**src/rtl/output_comp_pkg.sv**
```systemverilog
// Shared types and constants for the packet-buffer read side (output_comp).
// Slot base address is pktID << SLOT_SHIFT: 32 flits per 2 KB slot.
package output_comp_pkg;

  localparam int unsigned PKT_AWIDTH    = 6;
  localparam int unsigned SLOT_SHIFT    = 5;
  localparam int unsigned PKTBUF_AWIDTH = PKT_AWIDTH + SLOT_SHIFT;
  localparam int unsigned RD_LAT        = 2;
  localparam int unsigned FIFO_DEPTH    = 8;

  typedef struct packed {
    logic         sop;
    logic         eop;
    logic [5:0]   empty;
    logic [511:0] data;
  } flit_t;

  typedef enum logic [1:0] {StIdle, StRead, StDrain, StFree} state_e;

  function automatic logic [PKTBUF_AWIDTH-1:0] slot_addr(input logic [PKT_AWIDTH-1:0] pkt_id,
                                                         input logic [4:0]            idx);
    // idx <= 31, so the add never carries into the next slot
    return (PKTBUF_AWIDTH'(pkt_id) << SLOT_SHIFT) + PKTBUF_AWIDTH'(idx);
  endfunction

endpackage

```
**src/rtl/output_comp_if.sv**
```systemverilog
// Descriptor, packet-buffer, egress stream and emptylist signals of output_comp.
// master = surrounding system, slave = output_comp.
interface output_comp_if;
  import output_comp_pkg::*;

  logic                     desc_valid;
  logic [PKT_AWIDTH-1:0]    desc_pktID;
  logic [4:0]               desc_flits;
  logic                     desc_drop;
  logic                     desc_ready;

  logic [PKTBUF_AWIDTH-1:0] pkt_buffer_address;
  logic                     pkt_buffer_read;
  flit_t                    pkt_buffer_readdata;

  logic                     out_sop;
  logic                     out_eop;
  logic [511:0]             out_data;
  logic [5:0]               out_empty;
  logic                     out_valid;
  logic                     out_ready;

  logic [PKT_AWIDTH-1:0]    emptylist_in_data;
  logic                     emptylist_in_valid;
  logic                     emptylist_in_ready;

  logic                     err_flag;

  modport master (
    output desc_valid, desc_pktID, desc_flits, desc_drop,
    input  desc_ready,
    input  pkt_buffer_address, pkt_buffer_read,
    output pkt_buffer_readdata,
    input  out_sop, out_eop, out_data, out_empty, out_valid,
    output out_ready,
    input  emptylist_in_data, emptylist_in_valid,
    output emptylist_in_ready,
    input  err_flag
  );

  modport slave (
    input  desc_valid, desc_pktID, desc_flits, desc_drop,
    output desc_ready,
    output pkt_buffer_address, pkt_buffer_read,
    input  pkt_buffer_readdata,
    output out_sop, out_eop, out_data, out_empty, out_valid,
    input  out_ready,
    output emptylist_in_data, emptylist_in_valid,
    input  emptylist_in_ready,
    output err_flag
  );

endinterface

```
**src/rtl/output_comp_fifo.sv**
```systemverilog
// Show-ahead synchronous FIFO of flits with occupancy count and async reset.
// Depth must be a power of two so the pointers wrap naturally.
module output_comp_fifo import output_comp_pkg::*; #(
  parameter int unsigned Depth = 8
) (
  input  logic                   clk,
  input  logic                   rst,
  input  logic                   i_push,
  input  flit_t                  i_data,
  input  logic                   i_pop,
  output flit_t                  o_head,
  output logic                   o_full,
  output logic                   o_empty,
  output logic [$clog2(Depth):0] o_count
);

  localparam int unsigned AW = $clog2(Depth);

  flit_t         r_mem [Depth];
  logic [AW-1:0] r_wr_ptr;
  logic [AW-1:0] r_rd_ptr;
  logic [AW:0]   r_count;

  logic w_do_push;
  logic w_do_pop;

  assign o_full    = (r_count == (AW + 1)'(Depth));
  assign o_empty   = (r_count == '0);
  assign o_count   = r_count;
  assign o_head    = r_mem[r_rd_ptr];
  assign w_do_pop  = i_pop & ~o_empty;
  // A pop in the same cycle frees the slot, so push-while-full is legal then
  assign w_do_push = i_push & (~o_full | w_do_pop);

  always_ff @(posedge clk) begin
    if (w_do_push) begin
      r_mem[r_wr_ptr] <= i_data;
    end
  end

  always_ff @(posedge clk or posedge rst) begin
    if (rst) begin
      r_wr_ptr <= '0;
      r_rd_ptr <= '0;
      r_count  <= '0;
    end else begin
      if (w_do_push) begin
        r_wr_ptr <= r_wr_ptr + AW'(1);
      end
      if (w_do_pop) begin
        r_rd_ptr <= r_rd_ptr + AW'(1);
      end
      r_count <= r_count + (AW + 1)'(w_do_push) - (AW + 1)'(w_do_pop);
    end
  end

endmodule

```
**src/rtl/output_comp.sv**
```systemverilog
// Reads a forwarded packet from the packet buffer, streams it out, frees its pktID.
// Define OUTPUT_COMP_CHECK_EN to enable the sticky sop/eop framing check (err_flag).
module output_comp import output_comp_pkg::*; #(
  parameter int unsigned RdLat     = RD_LAT,
  parameter int unsigned FifoDepth = FIFO_DEPTH
) (
  input  logic          clk,
  input  logic          rst,
  output_comp_if.slave  bus
);

  localparam int unsigned CntW = $clog2(FifoDepth) + 1;

  state_e                r_state;
  state_e                w_state_d;
  logic [PKT_AWIDTH-1:0] r_pkt_id;
  logic [5:0]            r_flits;
  logic [4:0]            r_idx;
  logic [5:0]            r_pop_cnt;
  logic [RdLat-1:0]      r_vld;
  logic [CntW-1:0]       r_outstanding;

  logic                  w_accept;
  logic                  w_rd;
  logic                  w_push;
  logic                  w_pop;
  logic                  w_full;
  logic                  w_empty;
  logic                  w_credit;
  logic                  w_last_rd;
  logic                  w_last_pop;
  logic [CntW-1:0]       w_count;
  flit_t                 w_head;

  assign w_accept   = bus.desc_valid & bus.desc_ready;
  assign w_push     = r_vld[RdLat-1];
  assign w_pop      = ~w_empty & bus.out_ready;
  // Reads in flight plus stored flits may never exceed the FIFO depth
  assign w_credit   = ~w_full &
                      (({1'b0, r_outstanding} + {1'b0, w_count}) < (CntW + 1)'(FifoDepth));
  assign w_last_rd  = ({1'b0, r_idx} == (r_flits - 6'd1));
  assign w_last_pop = w_pop & (r_pop_cnt == (r_flits - 6'd1));

  always_comb begin
    w_state_d = r_state;
    w_rd      = 1'b0;
    unique case (r_state)
      StIdle: begin
        if (bus.desc_valid) begin
          w_state_d = bus.desc_drop ? StFree : StRead;
        end
      end
      StRead: begin
        if (w_credit) begin
          w_rd = 1'b1;
          if (w_last_rd) begin
            w_state_d = StDrain;
          end
        end
      end
      StDrain: begin
        if (w_last_pop) begin
          w_state_d = StFree;
        end
      end
      StFree: begin
        if (bus.emptylist_in_ready) begin
          w_state_d = StIdle;
        end
      end
      default: w_state_d = StIdle;
    endcase
  end

  always_ff @(posedge clk or posedge rst) begin
    if (rst) begin
      r_state       <= StIdle;
      r_pkt_id      <= '0;
      r_flits       <= '0;
      r_idx         <= '0;
      r_pop_cnt     <= '0;
      r_vld         <= '0;
      r_outstanding <= '0;
    end else begin
      r_state       <= w_state_d;
      r_vld         <= RdLat'({r_vld, w_rd});
      r_outstanding <= r_outstanding + CntW'(w_rd) - CntW'(w_push);
      if (w_accept) begin
        r_pkt_id  <= bus.desc_pktID;
        r_flits   <= (bus.desc_flits == 5'd0) ? 6'd32 : {1'b0, bus.desc_flits};
        r_idx     <= '0;
        r_pop_cnt <= '0;
      end else begin
        if (w_rd) begin
          r_idx <= r_idx + 5'd1;
        end
        if (w_pop) begin
          r_pop_cnt <= r_pop_cnt + 6'd1;
        end
      end
    end
  end

  output_comp_fifo #(
    .Depth (FifoDepth)
  ) u_fifo (
    .clk     (clk),
    .rst     (rst),
    .i_push  (w_push),
    .i_data  (bus.pkt_buffer_readdata),
    .i_pop   (w_pop),
    .o_head  (w_head),
    .o_full  (w_full),
    .o_empty (w_empty),
    .o_count (w_count)
  );

  // desc_ready is held low while reset is asserted even though the state is idle
  assign bus.desc_ready         = (r_state == StIdle) & ~rst;
  assign bus.pkt_buffer_read    = w_rd;
  assign bus.pkt_buffer_address = slot_addr(r_pkt_id, r_idx);

  assign bus.out_valid = ~w_empty;
  assign bus.out_sop   = w_head.sop;
  assign bus.out_eop   = w_head.eop;
  assign bus.out_empty = w_head.empty;
  assign bus.out_data  = w_head.data;

  assign bus.emptylist_in_valid = (r_state == StFree);
  assign bus.emptylist_in_data  = r_pkt_id;

`ifdef OUTPUT_COMP_CHECK_EN
  logic [5:0] r_push_idx;
  logic       r_err;
  logic       w_bad;

  assign w_bad = w_push &
                 ((bus.pkt_buffer_readdata.sop != (r_push_idx == 6'd0)) |
                  (bus.pkt_buffer_readdata.eop != (r_push_idx == (r_flits - 6'd1))));

  always_ff @(posedge clk or posedge rst) begin
    if (rst) begin
      r_push_idx <= '0;
      r_err      <= 1'b0;
    end else begin
      if (w_accept) begin
        r_push_idx <= '0;
      end else if (w_push) begin
        r_push_idx <= r_push_idx + 6'd1;
      end
      r_err <= r_err | w_bad;
    end
  end

  assign bus.err_flag = r_err;
`else
  assign bus.err_flag = 1'b0;
`endif

endmodule

```
**src/flat_wrapper.sv**
```systemverilog
// flat-port wrapper written by rule: the top's interface ports become plain ports
module output_comp_flat import output_comp_pkg::*;
#(
  parameter int unsigned RdLat     = RD_LAT,
  parameter int unsigned FifoDepth = FIFO_DEPTH
)
  (clk, rst, bus_desc_valid, bus_desc_pktID, bus_desc_flits, bus_desc_drop, bus_desc_ready, bus_pkt_buffer_address, bus_pkt_buffer_read, bus_pkt_buffer_readdata, bus_out_sop, bus_out_eop, bus_out_data, bus_out_empty, bus_out_valid, bus_out_ready, bus_emptylist_in_data, bus_emptylist_in_valid, bus_emptylist_in_ready, bus_err_flag);
  output_comp_if bus_i ();
  input  logic clk;
  input  logic rst;
  input wire logic [$bits(bus_i.desc_valid)-1:0] bus_desc_valid;
  input wire logic [$bits(bus_i.desc_pktID)-1:0] bus_desc_pktID;
  input wire logic [$bits(bus_i.desc_flits)-1:0] bus_desc_flits;
  input wire logic [$bits(bus_i.desc_drop)-1:0] bus_desc_drop;
  output wire logic [$bits(bus_i.desc_ready)-1:0] bus_desc_ready;
  output wire logic [$bits(bus_i.pkt_buffer_address)-1:0] bus_pkt_buffer_address;
  output wire logic [$bits(bus_i.pkt_buffer_read)-1:0] bus_pkt_buffer_read;
  input wire logic [$bits(bus_i.pkt_buffer_readdata)-1:0] bus_pkt_buffer_readdata;
  output wire logic [$bits(bus_i.out_sop)-1:0] bus_out_sop;
  output wire logic [$bits(bus_i.out_eop)-1:0] bus_out_eop;
  output wire logic [$bits(bus_i.out_data)-1:0] bus_out_data;
  output wire logic [$bits(bus_i.out_empty)-1:0] bus_out_empty;
  output wire logic [$bits(bus_i.out_valid)-1:0] bus_out_valid;
  input wire logic [$bits(bus_i.out_ready)-1:0] bus_out_ready;
  output wire logic [$bits(bus_i.emptylist_in_data)-1:0] bus_emptylist_in_data;
  output wire logic [$bits(bus_i.emptylist_in_valid)-1:0] bus_emptylist_in_valid;
  input wire logic [$bits(bus_i.emptylist_in_ready)-1:0] bus_emptylist_in_ready;
  output wire logic [$bits(bus_i.err_flag)-1:0] bus_err_flag;
  assign bus_i.desc_valid = bus_desc_valid;
  assign bus_i.desc_pktID = bus_desc_pktID;
  assign bus_i.desc_flits = bus_desc_flits;
  assign bus_i.desc_drop = bus_desc_drop;
  assign bus_desc_ready = bus_i.desc_ready;
  assign bus_pkt_buffer_address = bus_i.pkt_buffer_address;
  assign bus_pkt_buffer_read = bus_i.pkt_buffer_read;
  assign bus_i.pkt_buffer_readdata = bus_pkt_buffer_readdata;
  assign bus_out_sop = bus_i.out_sop;
  assign bus_out_eop = bus_i.out_eop;
  assign bus_out_data = bus_i.out_data;
  assign bus_out_empty = bus_i.out_empty;
  assign bus_out_valid = bus_i.out_valid;
  assign bus_i.out_ready = bus_out_ready;
  assign bus_emptylist_in_data = bus_i.emptylist_in_data;
  assign bus_emptylist_in_valid = bus_i.emptylist_in_valid;
  assign bus_i.emptylist_in_ready = bus_emptylist_in_ready;
  assign bus_err_flag = bus_i.err_flag;
  output_comp #(.RdLat(RdLat), .FifoDepth(FifoDepth)) u_core (.clk(clk), .rst(rst), .bus(bus_i));
endmodule
```
**config.mk**
```make
export PLATFORM = sky130hd
export DESIGN_NAME = output_comp_flat
export DESIGN_NICKNAME = d
export VERILOG_FILES = /design/src/rtl/output_comp_pkg.sv /design/src/rtl/output_comp_if.sv /design/src/rtl/output_comp_fifo.sv /design/src/rtl/output_comp.sv /design/src/flat_wrapper.sv
export SDC_FILE = /design/constraint.sdc
export NUM_CORES = 2
export LEC_CHECK = 0
export ABC_AREA = 0
export CAP_MARGIN = 40
export CORE_UTILIZATION = 64
export CTS_BUF_LIST = sky130_fd_sc_hd__clkbuf_4 sky130_fd_sc_hd__clkbuf_8
export DETAILED_ROUTE_END_ITERATION = 16
export GPL_ROUTABILITY_DRIVEN = 0
export PLACE_DENSITY_LB_ADDON = 0.1
export SLEW_MARGIN = 10
export SYNTH_ARGS = -nofsm -noshare
export SYNTH_HDL_FRONTEND = slang
export SYNTH_MEMORY_MAX_BITS = 65536
export SYNTH_SLANG_ARGS = --single-unit
export TNS_END_PERCENT = 100
```
**constraint.sdc**
```tcl
create_clock -name clk -period 55.7 [get_ports clk]
set_input_delay 5.57 -clock clk [delete_from_list [all_inputs] [get_ports clk]]
set_output_delay 5.57 -clock clk [all_outputs]
set_load 0.01 [all_outputs]
```
==> results.md <==
- Fillers: 12554
- Reg2Reg Depth: 13
- Setup TNS: 0 ns
- Kind of critical path: in2out
- Status: finished, final reports clean
- CP startpoint: rst
- DR pass1 iterations: 7
- Die W: 499 microns
- Async SR Flop Fraction: less than 1%
- Iter 0 DRT Violations: 7177
- Final cycle utilization of the critical path: 22.2%
- Crit-path max FO: 3
- GR Util met2: 43.0%
- Sequential area share after synthesis: approximately 80%
- Die H: around 500 microns
- Measured slew at the worst slew-check pin: 1.14 ns
- Wire per inst: slightly above 30 microns
- Worst setup path end: bus_desc_ready
- Max Freq: 81.0 MHz
- DRC viols: 0
- Top_reg_cell synth: edfxtp_1
- Post-synthesis register bit count: 4201
- Net count, final: 8414
- Met1 GRT Util: roughly 38%
- Initial Utilization: 64.6%
- Total grt overflow: 0
- Fin. Hold Viols: 0
- Number of global-route vias before repair: 75438
- # setup viols final: 0
- Met3 GRT Util: 10.1%
- Largest net degree at the start of global routing: 146
- TritonCTS clock tree: yes
- Insertion delay to the later sink of the worst-skew pair: 1.06 ns
- Worst min path class: reg2reg
- Core region area: around 240000 sq um
- Most frequent cell after synthesis: edfxtp_1
- Share of cells above drive strength 1: roughly a third
- Post-Synthesis Cells: 6266
- Post-CTS setup buffers: 0
- Clock Skews: ~0.063 ns
- Reg2reg start: u_core.u_fifo.o_count[2]
- P per Cell Area: 49.1 nW/um^2
- Vias/cell: about 6.3
- Routed WL: roughly 350000 microns
- CTS root buffer: clkbuf_8
- Maximum level of the CTS H-tree: 6
- Worst Path Arrival: roughly 6.8 ns
- Slew Viols, Final: 0
- GRT busiest layer: met2
- GRT Util Overall: 28.3%
- Syn nets: 6828
- Layout overhead on the synthesized area: 17.7%
- Placed Instances: between 10000 and 15000
- Initial antenna violation count: 135
- Port Buf Inserts: 1077
- Post-DRT Antenna Nets: 0
- Post-DP HPWL: 209000 microns
- Hold path startpoint: u_core.r_vld[0]
- Critical Path RT: 50.13 ns
- Mux contribution to synthesized area: 18.6%
- Post-CTS Hold Fix Bufs: 0
- Slew headroom: 23.8%
- Post-synth EDFFs: 4160
- Pleak: around 59 nW
- Share of the synthesized area in the top cell type: 79.1%
- Syn Std Cell Area: 158000 sq um
- Worst-path clk slew: 0.06 ns
- Clk sinks: 4201
- First-pass GRT wire length: 507000 microns
- Worst reg2reg endpoint: u_core.u_fifo.r_mem[0][102]
- Synth Area in XOR/XNOR: 0.183%
- Area contributors post-synth: edfxtp_1, mux4_2, mux2_2
- Die ar.: about 250000 sq um
- Maxcap violations: 0
- Clock Path Buffers: 4
- RSZ-0062 raised after global routing: no
- Flop2flop setup slack: 48.74 ns
- Tmin final: 12.35 ns
- Top cells by count, synth: edfxtp_1, mux4_2, mux2_2
- Post-CTS Resized: 0
- Num CTS Buffers: 654
- Syn_area_per_cell: 25.2 sq um
- Dominant combinational cell family by area after synthesis: multiplexers
- Yosys warning total: 0
- Final non-filler cell total: around 12000
- Crit. End Element: output pin
- Site Rows: around 180
- Simple-gate share of the synthesized area: 0.261%
- Top Ports: 1079
- Startpoint types: primary input
- Final hold slack: around 0.35 ns
- Worst vdd ir: 0.0424 mV
- Yosys top cell by area: edfxtp_1
- DR vias: 72504
- Post-synthesis compound-gate area fraction: less than 1%
- Post-synth cell types: 52
- Adder-Cell Fraction of Synth Area: 0.208%
-- worst max-delay path, cell delays in order --
cell	delay (ns)
clkdlybuf4s50_1	0.44
nor2b_1	0.20
clkdlybuf4s50_1	0.57
-- per-layer routing --
metal / routed length (microns) / part of all wire (%)
met3: 35800 / 10
met2: 168000 / 48
met1: 133000 / 38
met5: 771 / 0.22
met4: 12600 / 3.6
-- state kept, by name (all words and copies together), names as in the netlist, 3 cells and up --
name	cells
u_core.r_flits	6
u_core.u_fifo.r_rd_ptr	3
u_core.u_fifo.o_count	4
u_core.r_idx	5
u_core.bus.emptylist_in_data	6
u_core.r_outstanding	4
u_core.r_pop_cnt	6
u_core.u_fifo.r_mem	4160
u_core.u_fifo.r_wr_ptr	3
-- stage by stage --
stage               total power [mW]  utilization, %  area (sq um)  setup slack (ns)
floorplan                       5.64               -        158000             12.51
global placement                6.74            70.6        173000             43.28
detailed placement              6.79            71.0        174000             43.33
CTS                             9.21            76.0        186000             43.22
global route                    9.47            76.1        186000             43.02
finish                          9.13            76.1        186000             43.35
-- worst min path at each step --
stage	end	slack [ns]	cells past startpoint
global placement	u_core.r_vld[1]	0.33	0
global route	u_core.r_vld[1]	0.36	0
CTS	u_core.r_vld[1]	0.36	0
finish	u_core.r_vld[1]	0.35	0
floorplan	u_core.r_vld[1]	0.33	0
detailed placement	u_core.r_vld[1]	0.34	0
-- final cells by class --
cell class	count	area, sq um	area share [%]
flip-flops and latches	4201	126000	67.7
multi-input cells	1737	30600	16.5
repair buffers	1237	12900	6.97
clock buffers	884	10800	5.81
well taps	3202	4010	2.15
clock inverters	228	1350	0.725
diodes	72	180	0.0969
inverters	21	78.8	0.0424
-- logic make-up after synthesis --
logic type,Yosys count
flip-flops,4201
multiplexers,1565
AO/OA/AOI/OAI,25
XOR/XNOR,30
AND/OR/NAND/NOR,91
buffers and inverters,328
other,1
adder cells (fa/ha/maj),25
-- layout by cell type (no fill, tap or decap), types with 6 or more instances in the layout --
| cell type | n |
|---|---|
| buf_4 | 103 |
| inv_1 | 19 |
| inv_8 | 7 |
| diode_2 | 72 |
| clkbuf_4 | 219 |
| nor2_4 | 6 |
| clkinv_1 | 141 |
| clkinvlp_4 | 12 |
| edfxtp_1 | 4160 |
| clkbuf_8 | 665 |
| mux2_2 | 521 |
| ha_1 | 23 |
| dfrtp_1 | 38 |
| nand2_1 | 45 |
| buf_16 | 34 |
| bufinv_16 | 7 |
| nor2_1 | 12 |
| mux4_2 | 1040 |
| nand4_1 | 6 |
| clkdlybuf4s50_1 | 1077 |
| clkinv_2 | 44 |
| inv_6 | 11 |
| buf_12 | 23 |
| xor2_1 | 16 |
| xnor2_1 | 12 |
-- where the power goes --
| group | switching [mW] | total (mW) | internal [mW] |
|---|---|---|---|
| combinational | 1.44 | 3.01 | 1.58 |
| clock | 1.13 | 2.42 | 1.29 |
| sequential | 0.0633 | 3.70 | 3.63 |
| total | 2.63 | 9.13 | 6.50 |
Power figures use the tool's default switching activity.
